==> src/rtl/id_ex_stage.sv <==
// id_ex_stage: ID/EX pipeline register feeding ALU_Top.
// Captures decoded operands and control, builds the 4-bit ALU_ctrl at
// capture time, and drives input_1/input_2/ALU_ctrl one cycle after decode.
// Optional macro ID_EX_FWD_EN: when defined, EX/MEM and MEM/WB results are
// forwarded onto the operands; when undefined the forward ports are ignored
// and operands come only from the registered register-file data.
//
// Flow control: ex_valid qualifies everything held in the stage. There is
// no ready signal; the hazard unit applies backpressure with stall (hold
// contents) and inserts bubbles with flush (flush has priority over stall).

module id_ex_stage #(
    parameter int DATA_W = 64,
    parameter int REG_W  = 5
) (
    input  logic              clk,
    input  logic              rst_n,
    input  logic              id_valid,
    input  logic              stall,
    input  logic              flush,
    input  logic [DATA_W-1:0] id_rd1,
    input  logic [DATA_W-1:0] id_rd2,
    input  logic [DATA_W-1:0] id_imm,
    input  logic              id_alu_src,
    input  logic [1:0]        id_alu_op,
    input  logic [10:0]       id_opcode,
    input  logic [REG_W-1:0]  id_rn,
    input  logic [REG_W-1:0]  id_rm,
    input  logic [REG_W-1:0]  id_rd,
    input  logic              id_reg_write,
    input  logic              exmem_reg_write,
    input  logic [REG_W-1:0]  exmem_rd,
    input  logic [DATA_W-1:0] exmem_result,
    input  logic              memwb_reg_write,
    input  logic [REG_W-1:0]  memwb_rd,
    input  logic [DATA_W-1:0] memwb_result,
    output logic              ex_valid,
    output logic [DATA_W-1:0] input_1,
    output logic [DATA_W-1:0] input_2,
    output logic [3:0]        ALU_ctrl,
    output logic [REG_W-1:0]  ex_rd,
    output logic              ex_reg_write
);

    // Highest register index is the zero register (XZR).
    localparam logic [REG_W-1:0] XZR      = '1;
    localparam logic [3:0]       CTRL_NOP = 4'b1111;

    logic              r_valid;
    logic [DATA_W-1:0] r_rd1;
    logic [DATA_W-1:0] r_rd2;
    logic [DATA_W-1:0] r_imm;
    logic              r_alu_src;
    logic [1:0]        r_alu_op;
    logic [REG_W-1:0]  r_rn;
    logic [REG_W-1:0]  r_rm;
    logic [REG_W-1:0]  r_rd;
    logic              r_reg_write;
    logic [3:0]        r_alu_ctrl;

    logic [3:0]        next_ctrl;
    logic [DATA_W-1:0] op_a;
    logic [DATA_W-1:0] op_b;

    // ALU control derived from ALUOp and, for R-type, the opcode field.
    function automatic logic [3:0] decode_ctrl(input logic [1:0]  alu_op,
                                               input logic [10:0] opcode);
        logic [3:0] ctrl;
        ctrl = CTRL_NOP;
        case (alu_op)
            2'b00: ctrl = 4'b0010;
            2'b01: ctrl = 4'b0110;
            2'b10: begin
                case (opcode)
                    11'b10001011000: ctrl = 4'b0010;
                    11'b11001011000: ctrl = 4'b0110;
                    11'b10001010000: ctrl = 4'b0000;
                    11'b10101010000: ctrl = 4'b0001;
                    11'b10011011000: ctrl = 4'b0111;
                    11'b10011010110: ctrl = 4'b0011;
                    default:         ctrl = CTRL_NOP;
                endcase
            end
            default: ctrl = CTRL_NOP;
        endcase
        return ctrl;
    endfunction

    // Control for the instruction being captured; invalid slots become nops.
    always_comb begin
        next_ctrl = CTRL_NOP;
        if (id_valid) begin
            next_ctrl = decode_ctrl(id_alu_op, id_opcode);
        end
    end

    // Pipeline register: flush inserts a bubble, stall holds, else capture.
    always_ff @(posedge clk or negedge rst_n) begin
        if (!rst_n) begin
            r_valid     <= 1'b0;
            r_rd1       <= '0;
            r_rd2       <= '0;
            r_imm       <= '0;
            r_alu_src   <= 1'b0;
            r_alu_op    <= 2'b00;
            r_rn        <= '0;
            r_rm        <= '0;
            r_rd        <= '0;
            r_reg_write <= 1'b0;
            r_alu_ctrl  <= CTRL_NOP;
        end else if (flush) begin
            r_valid     <= 1'b0;
            r_rd1       <= '0;
            r_rd2       <= '0;
            r_imm       <= '0;
            r_alu_src   <= 1'b0;
            r_alu_op    <= 2'b00;
            r_rn        <= '0;
            r_rm        <= '0;
            r_rd        <= '0;
            r_reg_write <= 1'b0;
            r_alu_ctrl  <= CTRL_NOP;
        end else if (!stall) begin
            r_valid     <= id_valid;
            r_rd1       <= id_rd1;
            r_rd2       <= id_rd2;
            r_imm       <= id_imm;
            r_alu_src   <= id_alu_src;
            r_alu_op    <= id_alu_op;
            r_rn        <= id_rn;
            r_rm        <= id_rm;
            r_rd        <= id_rd;
            r_reg_write <= id_reg_write;
            r_alu_ctrl  <= next_ctrl;
        end
    end

`ifdef ID_EX_FWD_EN
    // Operand source value: XZR reads zero, then EX/MEM, then MEM/WB, then regfile.
    function automatic logic [DATA_W-1:0] src_value(
        input logic [REG_W-1:0]  src,
        input logic [DATA_W-1:0] reg_val,
        input logic              em_we,
        input logic [REG_W-1:0]  em_rd,
        input logic [DATA_W-1:0] em_res,
        input logic              mw_we,
        input logic [REG_W-1:0]  mw_rd,
        input logic [DATA_W-1:0] mw_res
    );
        logic [DATA_W-1:0] val;
        val = reg_val;
        if (src == XZR)                   val = '0;
        else if (em_we && (em_rd == src)) val = em_res;
        else if (mw_we && (mw_rd == src)) val = mw_res;
        return val;
    endfunction

    // Forwarded operands, re-evaluated every cycle from the live forward inputs.
    always_comb begin
        op_a = src_value(r_rn, r_rd1, exmem_reg_write, exmem_rd, exmem_result,
                         memwb_reg_write, memwb_rd, memwb_result);
        op_b = src_value(r_rm, r_rd2, exmem_reg_write, exmem_rd, exmem_result,
                         memwb_reg_write, memwb_rd, memwb_result);
    end
`else
    // Forward ports have no effect in this build.
    logic unused_fwd;
    assign unused_fwd = ^{exmem_reg_write, exmem_rd, exmem_result,
                          memwb_reg_write, memwb_rd, memwb_result};

    // Operands straight from the registered regfile data, XZR reads zero.
    always_comb begin
        op_a = (r_rn == XZR) ? '0 : r_rd1;
        op_b = (r_rm == XZR) ? '0 : r_rd2;
    end
`endif

    // ALU-facing outputs: CBZ zeroes operand A, alu_src selects the immediate.
    always_comb begin
        input_1      = (r_alu_op == 2'b01) ? '0 : op_a;
        input_2      = r_alu_src ? r_imm : op_b;
        ALU_ctrl     = r_alu_ctrl;
        ex_valid     = r_valid;
        ex_rd        = r_rd;
        ex_reg_write = r_reg_write & r_valid;
    end

endmodule

==> config.mk <==
export PLATFORM = sky130hd
export DESIGN_NAME = id_ex_stage
export DESIGN_NICKNAME = d
export VERILOG_FILES = /design/src/rtl/id_ex_stage.sv
export SDC_FILE = /design/constraint.sdc
export NUM_CORES = 1
export LEC_CHECK = 0
export BUFFER_PORTS_ARGS = -buffer_cell sky130_fd_sc_hd__buf_4
export CORE_ASPECT_RATIO = 1.1
export CORE_MARGIN = 1
export CORE_UTILIZATION = 25
export DETAILED_ROUTE_END_ITERATION = 8
export GPL_TIMING_DRIVEN = 0
export PLACE_DENSITY = 0.57
export SLEW_MARGIN = 10
export SYNTH_ARGS = -nofsm -noshare
export SYNTH_HDL_FRONTEND = slang
export SYNTH_SLANG_ARGS = --single-unit
==> constraint.sdc <==
create_clock -name clk -period 3.4 [get_ports clk]
set_input_delay 0.68 -clock clk [delete_from_list [all_inputs] [get_ports clk]]
set_output_delay 0.68 -clock clk [all_outputs]
set_load 0.05 [all_outputs]
== After elaboration in Yosys (flattened, before gate mapping) ==
Index checks and enable logic that the tools add are counted.
Word-level totals
  logic and storage cells: 54
  bits in registers: 216
  latch bits: 0
  bits in read-only memories: 0
  input bits: 367
  output and inout bits: 139
  memory bits (writable): 0
  memories: 0
Cells by class
  bitwise operators: 1
  equality and inequality tests: 12
  shift-type cells: 0
  div/mod/pow operators: 0
  $add $sub $neg: 0
  multiply operators: 0
  multiplexer cells: 29
  $lt $le $gt $ge: 0
  reductions and logical operators: 1
Operators by type and width (number)
  64-bit two-way mux: 10
  11-bit equality test (second input constant): 6
  5-bit two-way mux: 6
  4-bit case mux with 6 select lines: 1
  4-bit two-way mux: 3
  4-bit case mux with 3 select lines: 1
  5-bit equality test (second input constant): 2
  1-bit two-way mux: 6
  2-bit by 1-bit equality test with 1-bit output (second input constant): 2
  2-bit two-way mux: 2
  2-bit equality test (second input constant): 1
  2-bit zero test: 1
  2-bit by 1-bit inequality test with 1-bit output (second input constant): 1
  1-bit bitwise AND: 1

== Logic depth before layout (Yosys ltp) ==
Gate-level depths: netlist (run 1).
  depth in word-level cells: 6
  depth in mapped cells: 6
  gate-level depth less buffers: 4

== Worst setup path before layout (run 1) ==
Ideal clock, no wire load.
  kind: register to output
  start point: register r_rn[2]
  end point: output port input_1[10]
  setup slack: 1094 ps
  path buffers: 1
  cell stages (with the launch flop): 5
  required time: 2720 ps
  arrival time: 1626 ps
  cells stage by stage: dfrtp_1 -> and3_1 -> a32oi_1 -> clkbuf_1 -> and2_1
Between the ends
  longest elaborated chain between the ends: 3
Ends and longest elaborated chain
  from (decl): RTL line 55  | logic [REG_W-1:0] r_rn;
  from (signal assigned): RTL line 130  | r_rn <= id_rn;
  5-bit equality test: RTL line 173  | op_a = (r_rn == XZR) ? '0 : r_rd1;
  64-bit two-way mux: RTL line 173
  64-bit two-way mux: RTL line 180  | input_1 = (r_alu_op == 2'b01) ? '0 : op_a;
  to (decl): RTL line 38  | output logic [DATA_W-1:0] input_1,
Every way passes these cells.

== Worst setup path after layout (run 1) ==
  start point: register r_alu_src
  end point: output port input_2[56]
Between the ends
  longest elaborated chain between the ends: 1
Ends and longest elaborated chain
  from (decl): RTL line 53  | logic r_alu_src;
  from (signal assigned): RTL line 128  | r_alu_src <= id_alu_src;
  64-bit two-way mux: RTL line 181  | input_2 = r_alu_src ? r_imm : op_b;
  to (decl): RTL line 39  | output logic [DATA_W-1:0] input_2,
Every way passes these cells.

==> results of run 1 <==
-- what timing repair did --
item                       4_1_cts  5_1_grt
setup endpoints to repair       80        6
pin swaps                        0        0
hold buffers                     1        0
resized for setup                3        1
hold endpoints to repair        23        0
-- final cells by class --
type,count,area share (%)
Timing Repair Buffer,366,19.60
Inverter,2,0.05260
Clock inverter,10,1.149
Clock buffer,35,5.146
Sequential cell,216,37.91
Multi-Input combinational cell,596,29.55
Tap cell,507,4.445
Buffer,67,2.139
-- stage by stage --
stage | setup WS, ps | setup TNS [ps]
finish | 145.7 | 0
global route | 2.409 | 0
CTS | 12.39 | 0
detailed placement | 268.9 | 0
global placement | -125.1 | -19300
floorplan | 1094 | 0
-- worst max-delay path by stage --
stage | from | endpoint | slack (ps) | cells after the start
after detailed placement | r_alu_src | input_2[60] | 270 | 4
after global routing | r_alu_src | input_2[56] | 2 | 4
after global placement | rst_n | r_rd1[37] | -130 | 1
final | r_alu_src | input_2[56] | 150 | 4
after CTS | r_rn[2] | input_1[24] | 10 | 5
after floorplan | r_rn[2] | input_1[10] | 1090 | 4
-- Yosys cell counts, types with 2 or more instances --
| cell type | count | area, um2 |
|---|---|---|
| mux2i_1 | 213 | 2132 |
| inv_1 | 2 | 7.510 |
| and3b_2 | 2 | 20.02 |
| clkbuf_1 | 35 | 131.4 |
| dfrtp_1 | 212 | 5305 |
| nor2_1 | 217 | 814.5 |
| nor3b_1 | 3 | 22.52 |
| a21oi_1 | 6 | 30.03 |
| and2_1 | 65 | 406.6 |
| dfstp_2 | 4 | 105.1 |
| and3_1 | 4 | 25.02 |
| a22o_1 | 64 | 560.5 |
| nor4_1 | 2 | 12.51 |
| buf_2 | 28 | 140.1 |
| buf_1 | 2 | 7.510 |
-- per-layer routing --
metal | vias up | global-route usage [%] | part of all wire (%)
met5 | - | 0 | 0
met4 | 0 | 5.255 | 2.7
met3 | 43 | 4.187 | 7.7
met2 | 255 | 26.39 | 49
met1 | 3910 | 19.36 | 41
li1 | 3815 | - | -
-- tightest hold or removal path, delay by kind of cell --
family                 cells  cell delay (ps)
multiplexers               1               50
buffers and inverters      1               80
AND/OR/NAND/NOR            1               70
-- logic make-up (layout without fill, tap and decap cells) --
kind of cell | Yosys count | after routing | synth area share, %
AO/OA/AOI/OAI | 78 | 78 | 6.678
flip-flops | 216 | 216 | 54.58
multiplexers | 213 | 213 | 21.51
XOR/XNOR | 1 | 1 | 0.08838
buffers and inverters | 69 | 480 | 3.143
AND/OR/NAND/NOR | 304 | 304 | 14.00
-- flip-flops by register name, summed over array words and instances (netlist names) --
signal       count
r_alu_op         2
r_rd2           64
r_rd1           64
r_rn             5
ex_valid         1
ALU_ctrl         4
ex_rd            5
r_alu_src        1
r_reg_write      1
r_rm             5
r_imm           64
-- power by group --
group / total [mW] / internal (mW) / switching [mW]
sequential: 2.79 / 2.72 / 0.0778
clock: 2.94 / 1.81 / 1.14
combinational: 1.36 / 0.540 / 0.824
total: 7.10 / 5.06 / 2.04
==> reports/metrics.yaml, run 1 <==
status: "complete, no violations"
required_time_of_the_critical_path_ps: 2720
core-area_um2: 39080
seqCellArea_um2: 5410
grt_pass1_wl_um: 48890
drtPass1Iterations: 4
dominantRegCellSynth: "dfrtp_1"
leading_cell_type_in_the_layout_fill_and_taps_excluded: "buf_4"
holdPathStages: 3
io-pin-count: 506
path_class: "reg -> out"
number_of_nets_in_the_layout: 1642
min_path_type: "in -> reg"
finalSetupViolations: 0
timing.max_slew.rel_slack_pct: 43.14
clock_sink_count: 216
critical_path_buf_inv_count: 3
detailedRoute.firstIterationViolations: 275
drcViolationCount: 0
rsz0062_at_grt: "no"
most-common-layout-cells: "buf_4 (362), nor2_1 (217), mux2i_1 (213), dfrtp_1 (212), and2_1 (65)"
min_period_ps: 3254
per_instance_average_area_after_synthesis_um2: 11.25
critical_path.cell_chain: "clkbuf_2, buf_1, a22o_1, buf_4"
synth_area_um2: 9912
post_cts.repair.setup_buffers: 0
cp-start-kind: "flop"
ctsHtreeMaxLevel: 1
multiInputGateArea_um2: 4218
timing.critical_path.max_delay_family: "buffers and inverters"
antenna_found_initial: 0
layoutNonFillerInstCount: 1799
finalCoreUtilization_pct: 36.52
total_power_mw: 7.102
drv_cap: 0
cts_tree: "done"
share_of_flip_flops_with_an_asynchronous_set_or_reset_after_synthesis_pct: 100.0
vias: 8023
die_outline_area_um2: 40450
std_cell_rows: 76
avgRoutedWirePerCell_um: 18.04
wirelength_um: 32450
filler_cell_count: 3972
final_max_tran_viols: 0
grt_start_max_net_pins: 105
ctsLongestPathBuffers: 3
vias_per_instance: 4.460
grt.overflow.total: 0
final_area_um2: 14270
clk_pin_slew_worst_paths_ps: 60
place_area_um2: 13330
dieWidth_um: 191.9
synth.distinct_cells: 37
final_hold_fails: 0
ff2ff_setup_slack_ps: 1500
ir_drop_uv: 316.7
post_route_cells_drive_above_1_share_pct: 34.75
hp-start: "id_imm[27]"
synth_fp_nets: 1248
synthCells: 881
rr_endpoint: "r_alu_src"
start_util_pct: 25.36
tightestPinTransition_ps: 853.0
vias_in_the_first_global_route: 8465
worstPathMaxFanout: 10
gp_congestion: 0.7721
drtAntennaViolNets: 0
timing.critical_path.slowest_stage_cell: "buf_1"
timing.final.crit_share_pct: 95.71
synth.yosys.seq_area_share_pct: 54.58
final.setup_skew_ps: 0
ff2ff_path_depth: 4
antenna_cells_inserted: 0
worst_setup_end_kind: "output port"
rr_startpoint: "r_alu_src"
placement.io_buffers: 363
worstSkewPairLatency_ps: 530
detailed_place_hpwl_um: 23750
tritoncts.num_buffers: 26
yosys_warnings: 0
area.growth.synth_to_final_pct: 43.98
root_buffer: "clkbuf_16"
number_of_enable_flip_flop_cells_after_synthesis: 0
chipHeight_um: 210.8
timing.critical_path.arrival_ps: 2570
cp_slowest_stage_delay_ps: 700
clock.fmax_mhz: 307.3
power.density_cell_area_nw_per_um2: 497.7
number_of_placed_cells_counting_well_taps: 1753
worst_hold_slack_ps: 370.3
synth-seq-cells: 216
grt.total_usage_pct: 15.71
hold_path_end: "r_imm[27]"
cellLeakagePower_nw: 7.494
Note: power is estimated with default switching activity, not from simulation.
==> inputs of run 2 (changes only) <==
--- a/config.mk
+++ b/config.mk
@@ -5,13 +5,13 @@
 export SDC_FILE = /design/constraint.sdc
 export NUM_CORES = 1
 export LEC_CHECK = 0
-export BUFFER_PORTS_ARGS = -buffer_cell sky130_fd_sc_hd__buf_4
 export CORE_ASPECT_RATIO = 1.1
 export CORE_MARGIN = 1
 export CORE_UTILIZATION = 25
 export DETAILED_ROUTE_END_ITERATION = 8
+export DONT_BUFFER_PORTS = 1
 export GPL_TIMING_DRIVEN = 0
-export PLACE_DENSITY = 0.57
+export PLACE_DENSITY = 0.46
 export SLEW_MARGIN = 10
 export SYNTH_ARGS = -nofsm -noshare
 export SYNTH_HDL_FRONTEND = slang
==> reports/metrics.yaml, run 2 (same netlist as run 1, synthesis figures left out) <==
drtPass1Iterations: 4
root_buffer: "clkbuf_16"
worstSkewPairLatency_ps: 540
cellLeakagePower_nw: 5.659
io-pin-count: 506
worst_hold_slack_ps: -158.5
die_outline_area_um2: 40450
timing.max_slew.rel_slack_pct: 45.07
place_ws_ps: 13.36
drtAntennaViolNets: 0
drv_cap: 0
tritoncts.num_buffers: 26
min_path_type: "in -> async"
worst_setup_end_kind: "output port"
wirelength_um: 30280
clock_sink_count: 216
post_route_cells_drive_above_1_share_pct: 9.257
clk_pin_slew_worst_paths_ps: 60
avgRoutedWirePerCell_um: 21.07
min_period_ps: 3228
layoutNonFillerInstCount: 1437
core-area_um2: 39080
clock.fmax_mhz: 309.8
ctsLongestPathBuffers: 3
violations: "hold timing"
ctsHtreeMaxLevel: 1
cts_tree: "done"
setup_tns_ps: 0
ir_drop_uv: 387.9
final.setup_skew_ps: 0
rsz0062_at_grt: "no"
vias_per_instance: 4.661
timing.final.crit_share_pct: 94.93
total_power_mw: 6.643
grt.overflow.total: 0
path_class: "reg -> out"
grt_start_max_net_pins: 217
biggestRegsByFlops: "r_imm (64), r_rd1 (64), r_rd2 (64)"
timing.critical_path.arrival_ps: 2550
final_hold_fails: 212
status: "finished, violations left"
finalWorstSetupSlack_ps: 172.4
cp-start-kind: "flop"
vias_in_the_first_global_route: 7251
grt_pass1_wl_um: 44920
tightestPinTransition_ps: 823.9
placement.io_buffers: 0
worstPathMaxFanout: 10
detailedRoute.firstIterationViolations: 208
std_cell_rows: 76
finalSetupViolations: 0
final_max_tran_viols: 0
number_of_placed_cells_counting_well_taps: 1388
gp_congestion: 0.7729
leading_cell_type_in_the_layout_fill_and_taps_excluded: "nor2_1"
most-common-layout-cells: "nor2_1 (217), mux2i_1 (213), dfrtp_1 (212), and2_1 (65), a22o_1 (64)"
chipHeight_um: 210.8
start_util_pct: 25.36
number_of_nets_in_the_layout: 1276
detailed_place_hpwl_um: 21340
area.growth.synth_to_final_pct: 15.85
required_time_of_the_critical_path_ps: 2720
vias: 6698
power.density_cell_area_nw_per_um2: 578.5
drcViolationCount: 0
grt.total_usage_pct: 14.65
dieWidth_um: 191.9
antenna_found_initial: 1
## run 2: cell count changes in the layout (fill, tap and decap cells not counted)
cell | previous run | this run
buf_1 | 2 | 1
buf_16 | 2 | 0
buf_4 | 362 | 0
buf_8 | 1 | 0
bufinv_16 | 4 | 2
clkbuf_1 | 38 | 40
clkbuf_16 | 26 | 27
clkbuf_8 | 6 | 9
clkdlybuf4s15_2 | 0 | 1
clkinv_2 | 4 | 3
clkinv_8 | 1 | 0
clkinvlp_4 | 1 | 2
diode_2 | 0 | 1
dlygate4sd3_1 | 1 | 0
## run 2: power by group
| part | switching, mW | leakage [nW] | internal, mW | total [mW] |
|---|---|---|---|---|
| sequential | 0.0996 | 2.86 | 2.72 | 2.81 |
| clock | 1.13 | 0.438 | 1.77 | 2.91 |
| combinational | 0.675 | 2.37 | 0.244 | 0.919 |
| total | 1.91 | 5.66 | 4.73 | 6.64 |
## run 2: worst max-delay path, cell delays in order (launching register included)
cell      delay (ps)
dfrtp_1          370
and3_1           220
a32oi_4          470
clkbuf_1         400
and2_1           530
## run 2: final cells by class
type	instances	area, um2
diodes	1	2.502
plain buffers	67	312.8
clock buffers	41	808.3
clock inverters	7	90.09
fillers	4069	27600
inverters	2	7.507
multi-input cells	596	4218
flip-flops and latches	216	5410
well taps	507	634.4
## run 2: metrics by stage
step | cell area, um2 | utilization (%)
2_1_floorplan | 9912 | -
3_3_place_gp | 10550 | 26.98
3_5_place_dp | 10550 | 26.98
4_1_cts | 11480 | 29.38
5_1_grt | 11480 | 29.38
6_report | 11480 | 29.38
## run 2: final timing paths
kind                               from          end  slack [ps]  cells past startpoint
min in group clk           id_alu_op[1]  ALU_ctrl[0]         260                      2
setup / recovery                r_rn[2]  input_1[36]         170                      4
setup reg to reg              r_alu_src    r_alu_src        1740                      4
max in group asynchronous         rst_n  ALU_ctrl[1]        3210                      0
hold reg to reg               r_rd1[12]    r_rd1[12]         520                      2
hold / removal                    rst_n    r_rd2[31]        -160                      0
## run 2: what timing repair did
item | in CTS | in global routing
gates resized for setup | 6 | 0
endpoints found under the hold margin | 212 | 212
endpoints found under the setup margin | 120 | 0
setup buffers | 0 | 0
## run 2: layer usage
metal,global-route usage [%],vias up,part of all wire (%)
li1,-,3071,-
met3,4.320,45,8.3
met2,25.31,239,49
met1,17.13,3343,40
met4,4.981,0,2.7
met5,0,-,0
==> inputs of run 3 (changes only) <==
==> constraint.sdc (replaced) <==
create_clock -name clk -period 3.1 [get_ports clk]
set_input_delay 0.62 -clock clk [delete_from_list [all_inputs] [get_ports clk]]
set_output_delay 0.62 -clock clk [all_outputs]
set_load 0.05 [all_outputs]
==> reports/metrics.yaml, run 3 (same netlist as run 1, synthesis figures left out) <==
status: "finished, violations left"
violations: "hold timing"
detailed_place_hpwl_um: 21340
worst_setup_end_kind: "output port"
vias_in_the_first_global_route: 7280
rsz0062_at_grt: "no"
biggestRegsByFlops: "r_imm (64), r_rd1 (64), r_rd2 (64)"
antenna_found_initial: 1
cts_tree: "done"
chipHeight_um: 210.8
min_period_ps: 2956
grt_pass1_wl_um: 45050
cp-start-kind: "flop"
wirelength_um: 30380
clk_pin_slew_worst_paths_ps: 60
dieWidth_um: 191.9
timing.final.crit_share_pct: 95.36
grt.overflow.total: 0
place_area_um2: 10550
grt_start_max_net_pins: 217
ctsHtreeMaxLevel: 1
clock_sink_count: 216
detailedRoute.firstIterationViolations: 190
final_max_tran_viols: 0
path_class: "reg -> out"
root_buffer: "clkbuf_16"
drtAntennaViolNets: 0
power_frac_comb_pct: 14.2
ctsLongestPathBuffers: 3
finalCoreUtilization_pct: 29.86
worst_hold_slack_ps: -217.7
drtPass1Iterations: 4
power.sequential.fraction_pct: 42.2
drcViolationCount: 0
post_route_cells_drive_above_1_share_pct: 22.88
clock.fmax_mhz: 338.3
power.density_cell_area_nw_per_um2: 627.2
die_outline_area_um2: 40450
worstPathMaxFanout: 10
switching_power_share_of_the_total_pct: 28.62
cellLeakagePower_nw: 5.763
tritoncts.num_buffers: 26
number_of_nets_in_the_layout: 1278
final_hold_fails: 212
leading_cell_type_in_the_layout_fill_and_taps_excluded: "nor2_1"
required_time_of_the_critical_path_ps: 2480
drv_cap: 0
gp_congestion: 0.7729
start_util_pct: 25.36
switching_power_mw: 2.095
pwr-share-clk_pct: 43.6
core-area_um2: 39080
final.setup_skew_ps: 0
filler_cell_count: 4055
min_path_type: "in -> async"
cell_internal_power_mw: 5.224
grt.total_usage_pct: 14.68
tightestPinTransition_ps: 833.1
placement.io_buffers: 0
timing.max_slew.rel_slack_pct: 44.46
final_area_um2: 11670
finalSetupViolations: 0
total_power_mw: 7.319
worstSkewPairLatency_ps: 540
vias_per_instance: 4.624
std_cell_rows: 76
ir_drop_uv: 425.5
area.growth.synth_to_final_pct: 17.73
timing.critical_path.arrival_ps: 2340
io-pin-count: 506
most-common-layout-cells: "nor2_1 (217), mux2i_1 (213), dfrtp_1 (212), a22o_2 (60), and2_2 (60)"
vias: 6654
avgRoutedWirePerCell_um: 21.11
==> run 3: stage by stage <==
stage | setup TNS (ps) | cells | setup WS [ps] | hold WS (ps)
2_1_floorplan | 0 | 881 | 854.4 | 324.4
3_3_place_gp | -1757 | 1388 | -221.2 | 332.0
3_5_place_dp | -1830 | 1388 | -226.6 | 332.2
4_1_cts | 0 | 1436 | 0.3790 | -254.2
5_1_grt | 0 | 1439 | 8.817 | -252.6
6_report | 0 | 1439 | 143.9 | -217.7
==> run 3: routing by layer <==
layer	up-vias	part of all wire (%)	track usage [%]	wire length, um
met1	3312	40	17.03	12200
met2	223	49	25.51	14960
li1	3076	-	-	-
met3	43	8.2	4.436	2492
met4	0	2.4	4.899	730
met5	-	0	0	0
==> run 3: path summary, 6_finish.rpt <==
check	start	endpoint	slack, ps	depth (start not counted)
hold reg to reg	r_rd1[63]	r_rd1[63]	520	2
hold / removal	rst_n	r_rd2[31]	-220	0
min in group clk	id_alu_op[1]	ALU_ctrl[0]	200	2
max in group asynchronous	rst_n	ALU_ctrl[1]	2960	0
setup / recovery	r_rn[2]	input_1[58]	140	4
setup reg to reg	r_alu_src	r_alu_src	1520	4
==> run 3: power groups by stage <==
stage	Sequential (mW)	Combinational [mW]	Clock (mW)
after CTS	3.09	1.05	3.30
after global placement	3.13	1.01	0
final	3.09	1.04	3.19
after floorplan	3.11	0.871	0
after detailed placement	3.14	1.02	0
after global routing	3.11	1.11	3.40
==> run 3: layout make-up <==
| cell class | instances | area, um2 | share of cell area [%] |
|---|---|---|---|
| Sequential cell | 216 | 5410 | 46.36 |
| Multi-Input combinational cell | 596 | 4368 | 37.43 |
| Clock buffer | 41 | 808.3 | 6.926 |
| Tap cell | 507 | 634.4 | 5.436 |
| Buffer | 67 | 321.6 | 2.755 |
| Clock inverter | 7 | 90.09 | 0.7720 |
| Timing Repair Buffer | 2 | 27.53 | 0.2359 |
| Inverter | 2 | 7.507 | 0.06433 |
| Antenna cell | 1 | 2.502 | 0.02144 |
==> run 3: timing repair <==
action	in CTS	in global routing
gates resized for setup	123	13
setup buffers	0	2
endpoints found under the setup margin	128	35
pin swaps	1	1
endpoints found under the hold margin	216	215
==> run 3: critical path: stages (launching register included) <==
cell and delay (ps):
dfrtp_1 380, and3_1 220, a32oi_4 480, clkbuf_1 340
and2_2 380
